===== src/rtl/seg7_monitor.sv =====
// seg7_monitor: receive-side checker for the seven-segment digit bus.
// Synchronizes, deglitches, decodes and sequence-checks incoming digits.
module seg7_monitor #(
  parameter int STABLE_CYCLES = 4,
  parameter int TIMEOUT       = 2047
) (
  input  logic       clk,
  input  logic       rst_n,
  input  logic [6:0] seg_in,
  output logic [3:0] digit,
  output logic       digit_valid,
  output logic       locked,
  output logic       new_digit,
  output logic       seq_error,
  output logic       bad_code,
  output logic       stalled,
  output logic [7:0] error_count
);

  localparam logic [3:0]  STB = 4'(STABLE_CYCLES);
  localparam logic [11:0] TMO = 12'(TIMEOUT);

  typedef enum logic {
    SEARCH = 1'b0,
    TRACK  = 1'b1
  } state_t;

  state_t      state_q, state_d;
  logic [6:0]  sync1_q, sync1_d;
  logic [6:0]  s_q, s_d;
  logic [6:0]  cand_q, cand_d;
  logic [6:0]  acc_q, acc_d;
  logic [3:0]  cnt_q, cnt_d;
  logic [11:0] timer_q, timer_d;
  logic [3:0]  digit_q, digit_d;
  logic        dv_q, dv_d;
  logic        nd_q, nd_d;
  logic        se_q, se_d;
  logic        bc_q, bc_d;
  logic        stalled_q, stalled_d;
  logic [7:0]  err_q, err_d;

  logic        accept;
  logic        dec_legal;
  logic        dec_blank;
  logic [3:0]  dec_digit;
  logic [3:0]  nxt_digit;
  logic        err_inc;

  // All state registers; reset wins over any coincident acceptance.
  always_ff @(posedge clk) begin
    if (!rst_n) begin
      state_q   <= SEARCH;
      sync1_q   <= 7'h00;
      s_q       <= 7'h00;
      cand_q    <= 7'h00;
      acc_q     <= 7'h00;
      cnt_q     <= 4'd0;
      timer_q   <= 12'd0;
      digit_q   <= 4'd0;
      dv_q      <= 1'b0;
      nd_q      <= 1'b0;
      se_q      <= 1'b0;
      bc_q      <= 1'b0;
      stalled_q <= 1'b0;
      err_q     <= 8'd0;
    end else begin
      state_q   <= state_d;
      sync1_q   <= sync1_d;
      s_q       <= s_d;
      cand_q    <= cand_d;
      acc_q     <= acc_d;
      cnt_q     <= cnt_d;
      timer_q   <= timer_d;
      digit_q   <= digit_d;
      dv_q      <= dv_d;
      nd_q      <= nd_d;
      se_q      <= se_d;
      bc_q      <= bc_d;
      stalled_q <= stalled_d;
      err_q     <= err_d;
    end
  end

  // Two-flop synchronizer, then stability filter and acceptance.
  always_comb begin
    sync1_d = seg_in;
    s_d     = sync1_q;
    cand_d  = cand_q;
    cnt_d   = cnt_q;
    if (s_q != cand_q) begin
      cand_d = s_q;
      cnt_d  = 4'd1;
    end else if (cnt_q != STB) begin
      cnt_d = cnt_q + 4'd1;
    end
    accept = (cnt_q == STB) && (cand_q != acc_q);
    acc_d  = accept ? cand_q : acc_q;
  end

  // Segment pattern back to BCD; anything unlisted is illegal.
  always_comb begin
    dec_digit = 4'd0;
    dec_legal = 1'b1;
    case (cand_q)
      7'h3F: dec_digit = 4'd0;
      7'h06: dec_digit = 4'd1;
      7'h5B: dec_digit = 4'd2;
      7'h4F: dec_digit = 4'd3;
      7'h66: dec_digit = 4'd4;
      7'h6D: dec_digit = 4'd5;
      7'h7D: dec_digit = 4'd6;
      7'h07: dec_digit = 4'd7;
      7'h7F: dec_digit = 4'd8;
      7'h6F: dec_digit = 4'd9;
      default: dec_legal = 1'b0;
    endcase
  end

  assign dec_blank = (cand_q == 7'h00);
  assign nxt_digit = (digit_q == 4'd9) ? 4'd0 : digit_q + 4'd1;

  // Lock / track FSM reacting only to accepted patterns.
  always_comb begin
    state_d = state_q;
    digit_d = digit_q;
    dv_d    = dv_q;
    nd_d    = 1'b0;
    se_d    = 1'b0;
    bc_d    = 1'b0;
    err_inc = 1'b0;
    if (accept) begin
      unique case (state_q)
        SEARCH: begin
          if (dec_legal) begin
            digit_d = dec_digit;
            dv_d    = 1'b1;
            state_d = TRACK;
          end else if (dec_blank) begin
            dv_d = 1'b0;
          end else begin
            bc_d    = 1'b1;
            err_inc = 1'b1;
            dv_d    = 1'b0;
          end
        end
        TRACK: begin
          if (dec_legal) begin
            if (dec_digit == nxt_digit) begin
              nd_d = 1'b1;
            end else begin
              se_d    = 1'b1;
              err_inc = 1'b1;
            end
            digit_d = dec_digit;
            dv_d    = 1'b1;
          end else if (dec_blank) begin
            dv_d    = 1'b0;
            state_d = SEARCH;
          end else begin
            bc_d    = 1'b1;
            err_inc = 1'b1;
            dv_d    = 1'b0;
            state_d = SEARCH;
          end
        end
      endcase
    end
    err_d = (err_inc && err_q != 8'hFF) ? err_q + 8'd1 : err_q;
  end

  // Stall timer: runs only while tracking, any acceptance restarts it.
  always_comb begin
    timer_d   = 12'd0;
    stalled_d = 1'b0;
    if (!accept && state_q == TRACK) begin
      timer_d   = (timer_q != TMO) ? timer_q + 12'd1 : timer_q;
      stalled_d = (timer_d == TMO);
    end
  end

  assign digit       = digit_q;
  assign digit_valid = dv_q;
  assign locked      = (state_q == TRACK);
  assign new_digit   = nd_q;
  assign seq_error   = se_q;
  assign bad_code    = bc_q;
  assign stalled     = stalled_q;
  assign error_count = err_q;

endmodule


===== config.mk =====
export PLATFORM = sky130hd
export DESIGN_NAME = seg7_monitor
export DESIGN_NICKNAME = d
export VERILOG_FILES = /design/src/rtl/seg7_monitor.sv
export SDC_FILE = /design/constraint.sdc
export NUM_CORES = 1
export LEC_CHECK = 0
export CORE_UTILIZATION = 55
export DETAILED_ROUTE_END_ITERATION = 8
export PLACE_DENSITY = 0.82
export SLEW_MARGIN = 20
export SYNTH_ARGS = -nofsm -noshare
export SYNTH_HDL_FRONTEND = slang
export SYNTH_SLANG_ARGS = --single-unit

===== constraint.sdc =====
create_clock -name clk -period 5.9 [get_ports clk]
set_input_delay 1.475 -clock clk [delete_from_list [all_inputs] [get_ports clk]]
set_output_delay 1.475 -clock clk [all_outputs]
set_load 0.005 [all_outputs]

Yosys cells after proc, flatten, opt, wreduce, memory -nomap -nowiden
Index checks and enable logic that the tools add are counted.
Storage, ports and cells
  input bits: 9
  register bits after elaboration: 61
  output and inout bits: 18
Operators by class
  reduce and logical (&&, ||, !) cells: 12
  add/sub/neg operators: 4
  muxes and demuxes: 15
  equality and inequality tests: 19
  bitwise logic cells: 2
Operators with widths (count)
  7-bit equality test (second input constant): 7
  4-bit case mux with 9 select lines: 1
  7-bit by 3-bit equality test with 1-bit output (second input constant): 2
  7-bit != test: 2
  12-bit by 1-bit adder with 12-bit output (second input constant): 1
  12-bit by 11-bit equality test with 1-bit output (second input constant): 1
  12-bit 2-to-1 mux: 1
  12-bit by 11-bit != test with 1-bit output (second input constant): 1
  1-bit 2-to-1 mux: 10
  10-bit OR reduction: 1
  4-bit by 1-bit adder with 4-bit output (second input constant): 2
  8-bit by 1-bit adder with 8-bit output (second input constant): 1
  4-bit 2-to-1 mux: 2
  8-bit != test (second input constant): 1
  7-bit by 6-bit equality test with 1-bit output (second input constant): 1
  7-bit logical NOT: 1
  2-bit AND reduction: 3
  4-bit by 3-bit equality test with 1-bit output (second input constant): 1
  4-bit equality test: 1
  4-bit equality test (second input constant): 1
  4-bit by 3-bit != test with 1-bit output (second input constant): 1
  4-bit AND reduction: 1
  1-bit logical AND: 3
  1-bit inverter: 2
  4 further kinds: 4

Longest topological paths before layout
Gate-level depths: netlist (run 1).
  depth in word-level cells: 8
  mapped depth: 9
  depth with buffers taken out: 8

Least setup slack after synthesis (run 1)
Ideal clock, no wire load.
  path type: input -> register
  from: input port rst_n
  to: register stalled_q, in the netlist stalled
  data arrival time: 2.168 ns
  stages: 4
  path slack: 3.620 ns
  path through: nand3_1 > a211oi_2 > o21ai_0 > a2111oi_1
On the way
  cells in the longest elaborated chain, start to end: 1
RTL lines
  start: declaration: RTL line 8  | input logic rst_n,
  2-bit AND reduction (no source line)
  end signal: assignment: RTL line 80  | stalled_q <= stalled_d;
  end: declaration: RTL line 40  | logic stalled_q, stalled_d;
No other way between the ends.
A chain may end at the register's enable or synchronous reset.

Final worst setup path (run 1)
Same ends and word-level chain as after synthesis.

==> reports/summary.txt, run 1 <==
Final Non-Filler Cells: 442
Cell with the most instances after synthesis: dfxtp_1
Worst vdd ir: 0.129 mV
Total CTS buffers: 9
Critical path endpoint category: register
Die Wd: 76.7 um
RePlAce Congestion: 0.830
Main combinational cell family by area after synthesis: simple AND/OR/NAND/NOR gates
Clock power share: 0.462
Synth Register Bits: 61
Endpoints failing hold: 0
Total GRT Usage: 0.224
Via count: 2524
Initial Utilization: 0.587
Setup Skew: 8.66 ps
Multiplexer share of the synthesized area: 0.0460
Post-CTS setup buffer count: 0
Clock root buffer: clkbuf_8
Yosys cell types: 61
I/O Buffers: 26
Average size of a mapped cell: 8.78 um^2
HPWL Detailed: 4050 um
Period utilisation layout: 0.574
Die footprint: 0.00589 mm^2
Simple-gate area share of the yosys netlist: 0.280
Worst skew pair latency: 340 ps
# IOs: 27
Register area share after synthesis: 0.397
Compound-cell area share of the yosys netlist: 0.136
Drt total wl: 5920 um
Setup violators final: 0
P_leak: 1.25 nW
Vias in the first global route: 2409
CTS tree: yes
Via density per instance: 5.71
Core area: 0.00524 mm^2
Critical path arrival: 3600 ps
Post-synthesis cell count: 350
Max Freq: 0.295 GHz
Clock Sinks: 61
CTS Hold Bufs: 0
Slew @ Worst Pin: 708 ps
Post-synthesis xor/xnor area fraction: 0.0713
Synth top area cells: dfxtp_1, and2_1, nor2_1, mux2i_1, xnor2_1
First-pass detailed-route iteration total: 4
Synthesis Warnings: 0
Slew HR: 0.527
Cell taking the most area after synthesis: dfxtp_1
Post-CTS resize count: 0
Critical path type: input pin to register
Post-route ant nets: 0
Grt ovf: 0
Setup tns final: 0 ps
Status: finished, final reports clean
Syn Nets: 363
Adder-cell share of the synthesized area: 0.0163
Largest net degree at the start of global routing: 42
Max Cap Viol: 0
Crit path cell chain: clkdlybuf4s50_1 -> buf_4 -> nand3_1 -> a211oi_2 -> o21ai_0 -> a2111oi_1
Post-synthesis async set-or-reset flop share: 0
WL/cell: 13.4 um
Post-synth top cells: dfxtp_1, nor2_1, nand2_1, and2_1, a21oi_1
Fin crit period: 3390 ps
Max Buffers Root-to-Sink: 2
Worst path max stage delay: 480 ps
Share of cells above drive strength 1: 0.0726
Sw frac: 0.211
Nets: 380
Top_reg_cell synth: dfxtp_1
DRT iter0 DRCs: 180
Top-area cell type share of the netlist area: 0.397
# diodes: 0
Combinational Power Share: 0.037
H-tree levels: 3
Required time of the critical path: 6110 ps
Core Rows: 26
Largest fanout on the critical path: 41
Synth-to-layout area growth: 14.3%
Post-synth EDFFs: 0
Slowest cell on crit path: nand3_1
Slew Limit Fails: 0
Hold crit path type: register to register
Cell-internal power: 671 uW
Antenna violations before repair: 0
Mapped Area: 0.00307 mm^2
Power share of the sequential group: 0.501
Remaining DRCs: 0
Startpoint Class: input pin
Reg clk slew, reported paths: 60 ps
Die Y-Extent: 76.7 um
RSZ-0062 raised after global routing: false
First-pass GRT wire length: 10500 um
Placed Cells: 426
Net Sw Power: 179 uW
PwrDens: 242 mW/mm^2
==> cells by family after synthesis <==
kind of cell | after synthesis
AND/OR/NAND/NOR | 159
XOR/XNOR | 25
AO/OA/AOI/OAI | 55
multiplexers | 14
buffers and inverters | 32
flip-flops | 61
adder cells (fa/ha/maj) | 4
==> power by group through the flow <==
stage / clock [mW] / combinational, mW / sequential (mW)
after global placement: 0 / 0.0308 / 0.434
after CTS: 0.399 / 0.0319 / 0.426
after floorplan: 0 / 0.0265 / 0.430
after detailed placement: 0 / 0.0315 / 0.435
final: 0.393 / 0.0314 / 0.426
after global routing: 0.416 / 0.0360 / 0.427
==> routing by layer <==
metal  vias to the layer above  global-route usage  wire, um
li1                       1266                   -         -
met1                      1179               0.270      2660
met2                        62               0.369      2840
met3                        17              0.0476       262
met4                         0               0.123       155
met5                         -                   0         0
==> stage by stage <==
| step | worst slack, ps | hold slack, ps | instance area, um^2 | total power, mW | utilization |
|---|---|---|---|---|---|
| finish | 2510 | 430 | 3510 | 0.850 | 0.671 |
| global route | 2180 | 455 | 3510 | 0.879 | 0.671 |
| CTS | 2540 | 435 | 3510 | 0.856 | 0.671 |
| detailed placement | 2210 | 420 | 3310 | 0.466 | 0.631 |
| global placement | 2330 | 415 | 3310 | 0.465 | 0.631 |
| floorplan | 3620 | 412 | 3070 | 0.457 | - |
==> state kept, by name (all words and copies together) (netlist names) <==
name         count
cnt_q            4
acc_q            7
timer_q         12
s_d              7
digit            4
error_count      8
cand_q           7
digit_valid      1
bad_code         1
stalled          1
s_q              7
seq_error        1
new_digit        1
==> layout by cell type (no fill, tap or decap), types with 2 or more instances in the layout <==
cell type        netlist  final
o31ai_2                2      2
xor2_1                12     12
nand3b_1               4      4
clkinv_2               0      3
or3_1                  6      6
a41o_1                 2      2
ha_1                   4      4
nor3_1                 5      5
and3_1                 5      5
nand2_1               28     28
o21a_1                 2      2
nor2b_1                2      2
and4_1                 2      2
mux2i_1               13     13
o21ai_1                3      3
nand4_1               11     11
xnor2_1               13     13
bufinv_16              0      2
a21oi_1               18     18
clkbuf_8               0      9
nor3b_1                3      3
inv_1                 11     11
nand3_1               16     16
a311oi_1               2      2
clkdlybuf4s50_1        0     26
nor4_1                 3      3
and2_1                21     21
a31oi_1                2      2
nor2_1                35     35
o21ai_0                6      6
or4_1                  2      2
dfxtp_1               61     61
clkbuf_1              10      2
or3_4                  2      2
nand2b_1               7      7
==> critical path: cells and delay by family <==
kind	cells	cell delay [ps]
AND/OR/NAND/NOR	1	480
AO/OA/AOI/OAI	3	870
buffers and inverters	2	760
==> area by class of cell <==
class | instances | area [um^2]
Clock buffer | 11 | 131
Fill cell | 434 | 1730
Inverter | 11 | 41.3
Clock inverter | 5 | 75.1
Tap cell | 70 | 87.6
Multi-Input combinational cell | 257 | 1690
Sequential cell | 61 | 1220
Timing Repair Buffer | 27 | 268
==> final timing paths <==
path / startpoint / end / slack (ps) / cells after the start
setup reg to reg: cnt_q[0] / stalled / 2940 / 8
hold / removal: s_d[4] / s_q[4] / 430 / 1
setup / recovery: rst_n / stalled / 2510 / 6
hold reg to reg: s_d[4] / s_q[4] / 430 / 1
Note: power is estimated with default switching activity, not from simulation.
==> run 2, diff against run 1 <==
Settings changed: CORE_UTILIZATION 55 to 52, PLACE_DENSITY 0.82 to 0.81.
Clock period 5.9 ns to 3.05 ns, I/O delays scaled along.
==> run 2 against run 1 <==
  * Final cell count grew 1.1%
  * Critical endpoint is now error_count[7]
  * Flip-flop and latch count stayed put
  * Clock-buffer cell count rose by 1
  * Largest cell class unchanged
  * Critical path type is now register to register
==> reports/summary.txt, run 2 (synthesized netlist as in run 1, its figures left out) <==
Worst path max stage delay: 520 ps (was 480 ps)
Slew @ Worst Pin: 564 ps (was 708 ps)
HPWL Detailed: 4210 um (was 4050 um)
CTS Hold Bufs: 0 (unchanged)
P_leak: 1.25 nW (about the same)
Total GRT Usage: 0.227 (was 0.224)
Busiest metal layer after global routing: met2 (unchanged)
First-pass detailed-route iteration total: 5 (was 4)
Die Y-Extent: 78.9 um (was 76.7 um)
Die Wd: 78.9 um (was 76.7 um)
DRT iter0 DRCs: 287 (was 180)
Drt total wl: 6190 um (was 5920 um)
Clock Sinks: 61 (unchanged)
Endpoints failing hold: 0 (unchanged)
Startpoint Class: register (was input pin)
Worst vdd ir: 0.304 mV (was 0.129 mV)
Critical path arrival: 2910 ps (was 3600 ps)
First-pass GRT wire length: 11000 um (was 10500 um)
Largest fanout on the critical path: 11 (was 41)
Synth-to-layout area growth: 14.7% (was 14.3%)
H-tree levels: 3 (unchanged)
Total CTS buffers: 9 (unchanged)
Via count: 2585 (was 2524)
Layout fillers: 474 (was 434)
Remaining DRCs: 0 (unchanged)
Nets: 383 (was 380)
WHS: 423 ps (was 430 ps)
Slew Limit Fails: 0 (unchanged)
Hold crit path type: register to register (unchanged)
RePlAce Congestion: 0.876 (was 0.830)
Slew HR: 0.621 (was 0.527)
Antenna violations before repair: 0 (unchanged)
Met3 Track Usage GR: 0.0506 (was 0.0476)
I/O Buffers: 26 (unchanged)
Slowest cell on crit path: dfxtp_1 (was nand3_1)
Met2 usage: 0.362 (was 0.369)
CTS tree: yes (unchanged)
PwrDens: 452 mW/mm^2 (was 242 mW/mm^2)
Setup tns final: 0 ps (unchanged)
Core area: 0.00561 mm^2 (was 0.00524 mm^2)
# IOs: 27 (unchanged)
Met1 GRT Util: 0.267 (was 0.270)
Status: finished, final reports clean (unchanged)
# diodes: 0 (unchanged)
Post-CTS setup buffer count: 0 (unchanged)
Clock root buffer: clkbuf_8 (unchanged)
Setup Skew: 9.35 ps (was 8.66 ps)
Period utilisation layout: 0.877
Die footprint: 0.00622 mm^2 (was 0.00589 mm^2)
Post-route ant nets: 0 (unchanged)
Max Cap Viol: 0 (unchanged)
Largest net degree at the start of global routing: 31 (was 42)
Post-CTS resize count: 0 (unchanged)
Grt ovf: 0 (unchanged)
Worst skew pair latency: 340 ps (about the same)
Largest register FFs: 12 (unchanged)
Max Buffers Root-to-Sink: 2 (unchanged)
Vias in the first global route: 2522 (was 2409)
Fin crit period: 2680 ps
WL/cell: 13.8 um (was 13.4 um)
Commonest non-fill, non-tap cell in the layout: dfxtp_1 (unchanged)
Critical path endpoint category: register (unchanged)
Initial Utilization: 0.548 (was 0.587)
Share of cells above drive strength 1: 0.0800 (was 0.0726)
Via density per instance: 5.78 (was 5.71)
Max Freq: 0.374 GHz
Biggest register: timer_q (unchanged)
Critical path type: register to register (was input pin to register)
Core Rows: 27 (was 26)
RSZ-0062 raised after global routing: false (unchanged)
Setup violators final: 0 (unchanged)
Crit path cell chain: or3b_1 -> a2111oi_2 -> nor2_1 -> o31ai_1 -> o211a_1 -> o21bai_1 -> a41o_1 (was clkdlybuf4s50_1 -> buf_4 -> nand3_1 -> a211oi_2 -> o21ai_0 -> a2111oi_1)
Reg clk slew, reported paths: 70 ps (was 60 ps)
Required time of the critical path: 3280 ps (was 6110 ps)
Commonest cells after routing, fill and taps aside: dfxtp_1, nor2_1, nand2_1, clkdlybuf4s50_1, and2_1 (unchanged)
==> run 2: cell types whose count changed in the layout (fill, tap and decap cells not counted) <==
cell,delta
buf_4,+3
bufinv_16,-1
clkbuf_8,+1
clkinv_2,-1
clkinvlp_4,+1
==> run 2: report_power, final <==
group          switching (mW)  total [mW]  internal [mW]
Combinational          0.0305      0.0634         0.0328
Clock                   0.307       0.704          0.397
Sequential             0.0133       0.823          0.810
==> run 2: final cells by class <==
class	count	area, um^2	share of cell area
Clock inverter	4	47.5	0.0135
Tap cell	72	90.1	0.0256
Multi-Input combinational cell	257	1690	0.479
Inverter	11	41.3	0.0117
Clock buffer	12	145	0.0412
Timing Repair Buffer	30	290	0.0824
Sequential cell	61	1220	0.347
==> run 2: final timing paths <==
| check | start | to | slack [ps] | depth (start not counted) |
|---|---|---|---|---|
| worst min register to register | s_d[3] | s_q[3] | 420 | 1 |
| worst max-delay path | cand_q[0] | error_count[7] | 370 | 7 |
| worst max register to register | cand_q[0] | error_count[7] | 370 | 7 |
| worst min-delay path | s_d[3] | s_q[3] | 420 | 1 |
==> run 2: worst max-delay path, delay by kind of cell (launching register included) <==
family | cells | cell delay [ps]
AOI/OAI and AO/OA | 5 | 1450
and+or+nand+nor | 2 | 590
DFF | 1 | 520
==> run 2: through the flow <==
stage	std cells	total power, mW	utilization	setup WS [ps]	instance area, um^2
after global routing	447	1.65	0.628	163	3520
after detailed placement	431	0.904	0.594	411	3330
final	447	1.59	0.628	375	3520
after floorplan	350	0.884	-	785	3070
after CTS	447	1.60	0.628	399	3520
after global placement	431	0.901	0.594	563	3330
==> run 2: metal layers <==
metal  up-vias  wire [um]
li1       1270          -
met1      1190       2590
met2        97       3010
met3        28        365
met4         0        223
met5         -          0
==> run 3, diff against run 2 <==
Settings changed: ABC_CLOCK_PERIOD_IN_PS from default to 3300, CORE_UTILIZATION 52 to 55, PLACE_DENSITY 0.81 to 0.82.
Clock period 3.05 ns to 3.3 ns, I/O delays scaled along.
==> run 3 against run 2 <==
  * Die area fell by 5.3%
  * Sequential power fell by 7.5%
  * Critical path depth is the same
  * Power decreased by 8.0%
  * Clock skew shrank 4.1 ps
  * Wire length shrank 2.7%
  * Sequential share of layout area is 0.11 points higher
  * Final cell count shrank 0.67%
  * Design area fell by 0.32%
  * Clock power down 8.1%
  * Highest routed layer unchanged
  * Global-route usage is 0.64 points lower
==> reports/summary.txt, run 3 (synthesized netlist as in run 1, its figures left out) <==
Antenna violations before repair: 0 (unchanged)
I/O Buffers: 26 (unchanged)
Setup tns final: 0 ps (unchanged)
Commonest cells after routing, fill and taps aside: dfxtp_1, nor2_1, nand2_1, clkdlybuf4s50_1, and2_1 (unchanged)
P_leak: 1.24 nW (was 1.25 nW)
Via count: 2562 (was 2585)
Status: finished, final reports clean (unchanged)
Die Wd: 76.7 um (was 78.9 um)
First-pass GRT wire length: 10400 um (was 11000 um)
Core area: 0.00524 mm^2 (was 0.00561 mm^2)
HPWL Detailed: 4090 um (was 4210 um)
Worst skew pair latency: 340 ps (about the same)
Share of cells above drive strength 1: 0.0802 (was 0.0800)
Initial Utilization: 0.587 (was 0.548)
Required time of the critical path: 3540 ps (was 3280 ps)
Worst path max stage delay: 530 ps (was 520 ps)
Multi-input gate area: 0.00169 mm^2 (unchanged)
Clock root buffer: clkbuf_8 (unchanged)
Post-CTS resize count: 0 (unchanged)
Drt total wl: 6020 um (was 6190 um)
Layout fillers: 431 (was 474)
Sw frac: 0.232 (was 0.221)
# diodes: 0 (unchanged)
Fin crit period: 2600 ps (was 2680 ps)
Largest net degree at the start of global routing: 41 (was 31)
Critical path arrival: 2840 ps (was 2910 ps)
Slew Limit Fails: 0 (unchanged)
Critical path type: register to register (unchanged)
Cell-internal power: 1.12 mW (was 1.24 mW)
Grt ovf: 0 (unchanged)
RSZ-0062 raised after global routing: false (unchanged)
Total CTS buffers: 9 (unchanged)
Max Buffers Root-to-Sink: 2 (unchanged)
Slowest cell on crit path: dfxtp_1 (unchanged)
Biggest register: timer_q (unchanged)
Worst reg2reg path depth: 7 (unchanged)
Worst vdd ir: 0.243 mV (was 0.304 mV)
Hold EP: s_q[0] (was s_q[3])
WL/cell: 13.6 um (was 13.8 um)
Startpoint Class: register (unchanged)
Hold crit path type: register to register (unchanged)
Final Non-Filler Cells: 444 (was 447)
Critical R2R Launch: cand_q[0] (unchanged)
Critical path endpoint category: register (unchanged)
Reg2reg end: error_count[6] (was error_count[7])
Synth-to-layout area growth: 14.3% (was 14.7%)
Hold Path Depth: 1 (unchanged)
Core Rows: 26 (was 27)
# IOs: 27 (unchanged)
First-pass detailed-route iteration total: 4 (was 5)
Endpoints failing hold: 0 (unchanged)
Setup violators final: 0 (unchanged)
CTS tree: yes (unchanged)
Die footprint: 0.00589 mm^2 (was 0.00622 mm^2)
Total GRT Usage: 0.220 (was 0.227)
Reg2reg setup slack: 700 ps (was 370 ps)
Power share of the sequential group: 0.520 (was 0.517)
Combinational Power Share: 0.039 (was 0.040)
Nets: 382 (was 383)
Commonest non-fill, non-tap cell in the layout: dfxtp_1 (unchanged)
Max Cap Viol: 0 (unchanged)
Die Y-Extent: 76.7 um (was 78.9 um)
H-tree levels: 3 (unchanged)
Period utilisation layout: 0.788 (was 0.877)
Slew @ Worst Pin: 581 ps (was 564 ps)
Clock Sinks: 61 (unchanged)
CTS Hold Bufs: 0 (unchanged)
Vias in the first global route: 2291 (was 2522)
Register area: 0.00122 mm^2 (unchanged)
Largest register FFs: 12 (unchanged)
PwrDens: 417 mW/mm^2 (was 452 mW/mm^2)
Post-CTS setup buffer count: 0 (unchanged)
Net Sw Power: 340 uW (was 351 uW)
Largest fanout on the critical path: 11 (unchanged)
Via density per instance: 5.77 (was 5.78)
Setup Skew: 5.27 ps (was 9.35 ps)
Clock power share: 0.442 (was 0.443)
DRT iter0 DRCs: 231 (was 287)
Crit path cell chain: or3b_1 -> a2111oi_2 -> nor2_1 -> o31ai_1 -> o211a_1 -> o21bai_1 -> a311oi_1 (was or3b_1 -> a2111oi_2 -> nor2_1 -> o31ai_1 -> o211a_1 -> o21bai_1 -> a41o_1)
Post-route ant nets: 0 (unchanged)
Placed Cells: 428 (was 431)
Max Freq: 0.384 GHz (was 0.374 GHz)
RePlAce Congestion: 0.884 (was 0.876)
Remaining DRCs: 0 (unchanged)
Slew HR: 0.610 (was 0.621)
Hold Crit Start: s_d[0] (was s_d[3])
Reg clk slew, reported paths: 70 ps (about the same)
run 3: cell count changes in the layout (fill, tap and decap cells not counted):
cell / change
clkbuf_8: -1
buf_4: -1
clkinvlp_4: +1
clkinv_4: +1
clkbuf_1: -1
run 3: per-layer routing:
metal  GRT usage  share of wire  up-vias
met5           0              0        -
met4      0.0827          0.022        0
met3      0.0631          0.036       17
met2       0.362           0.47       57
met1       0.272           0.47     1222
li1            -              -     1266
run 3: layout make-up:
type | count | share of cell area
clock buffer | 10 | 0.0363
clock inverter | 6 | 0.0182
inverter | 11 | 0.0118
multi-input combinational | 257 | 0.481
sequential | 61 | 0.348
tap | 70 | 0.0249
timing repair buffer | 29 | 0.0805
run 3: worst max-delay path by stage:
stage	from	endpoint	slack, ps	cells after the start
final	cand_q[0]	error_count[6]	700	7
after global routing	cand_q[0]	error_count[6]	400	7
after CTS	cand_q[0]	error_count[6]	720	7
after detailed placement	cand_q[4]	error_count[6]	730	7
after global placement	cand_q[3]	error_count[6]	750	6
after floorplan	cand_q[6]	error_count[7]	1030	9
run 3: per-stage QoR:
step | hold slack (ps) | area, um^2 | util | worst slack (ps) | total power, mW
after global routing | 443 | 3510 | 0.671 | 400 | 1.52
after detailed placement | 418 | 3320 | 0.634 | 729 | 0.834
after floorplan | 412 | 3070 | - | 1030 | 0.817
after global placement | 416 | 3320 | 0.634 | 747 | 0.832
final | 432 | 3510 | 0.671 | 699 | 1.46
after CTS | 434 | 3510 | 0.671 | 724 | 1.47
run 3: worst max-delay path, delay by kind of cell, from the launching register on:
family             cells  cell delay [ps]
AOI/OAI and AO/OA      5             1400
DFF                    1              530
and+or+nand+nor        2              580
run 3: power by group through the flow:
stage                     Sequential (mW)  Clock, mW  Combinational, mW
final                               0.761      0.647             0.0569
after global routing                0.762      0.694             0.0640
after CTS                           0.761      0.657             0.0572
after detailed placement            0.777          0             0.0569
after global placement              0.777          0             0.0557
after floorplan                     0.770          0             0.0473
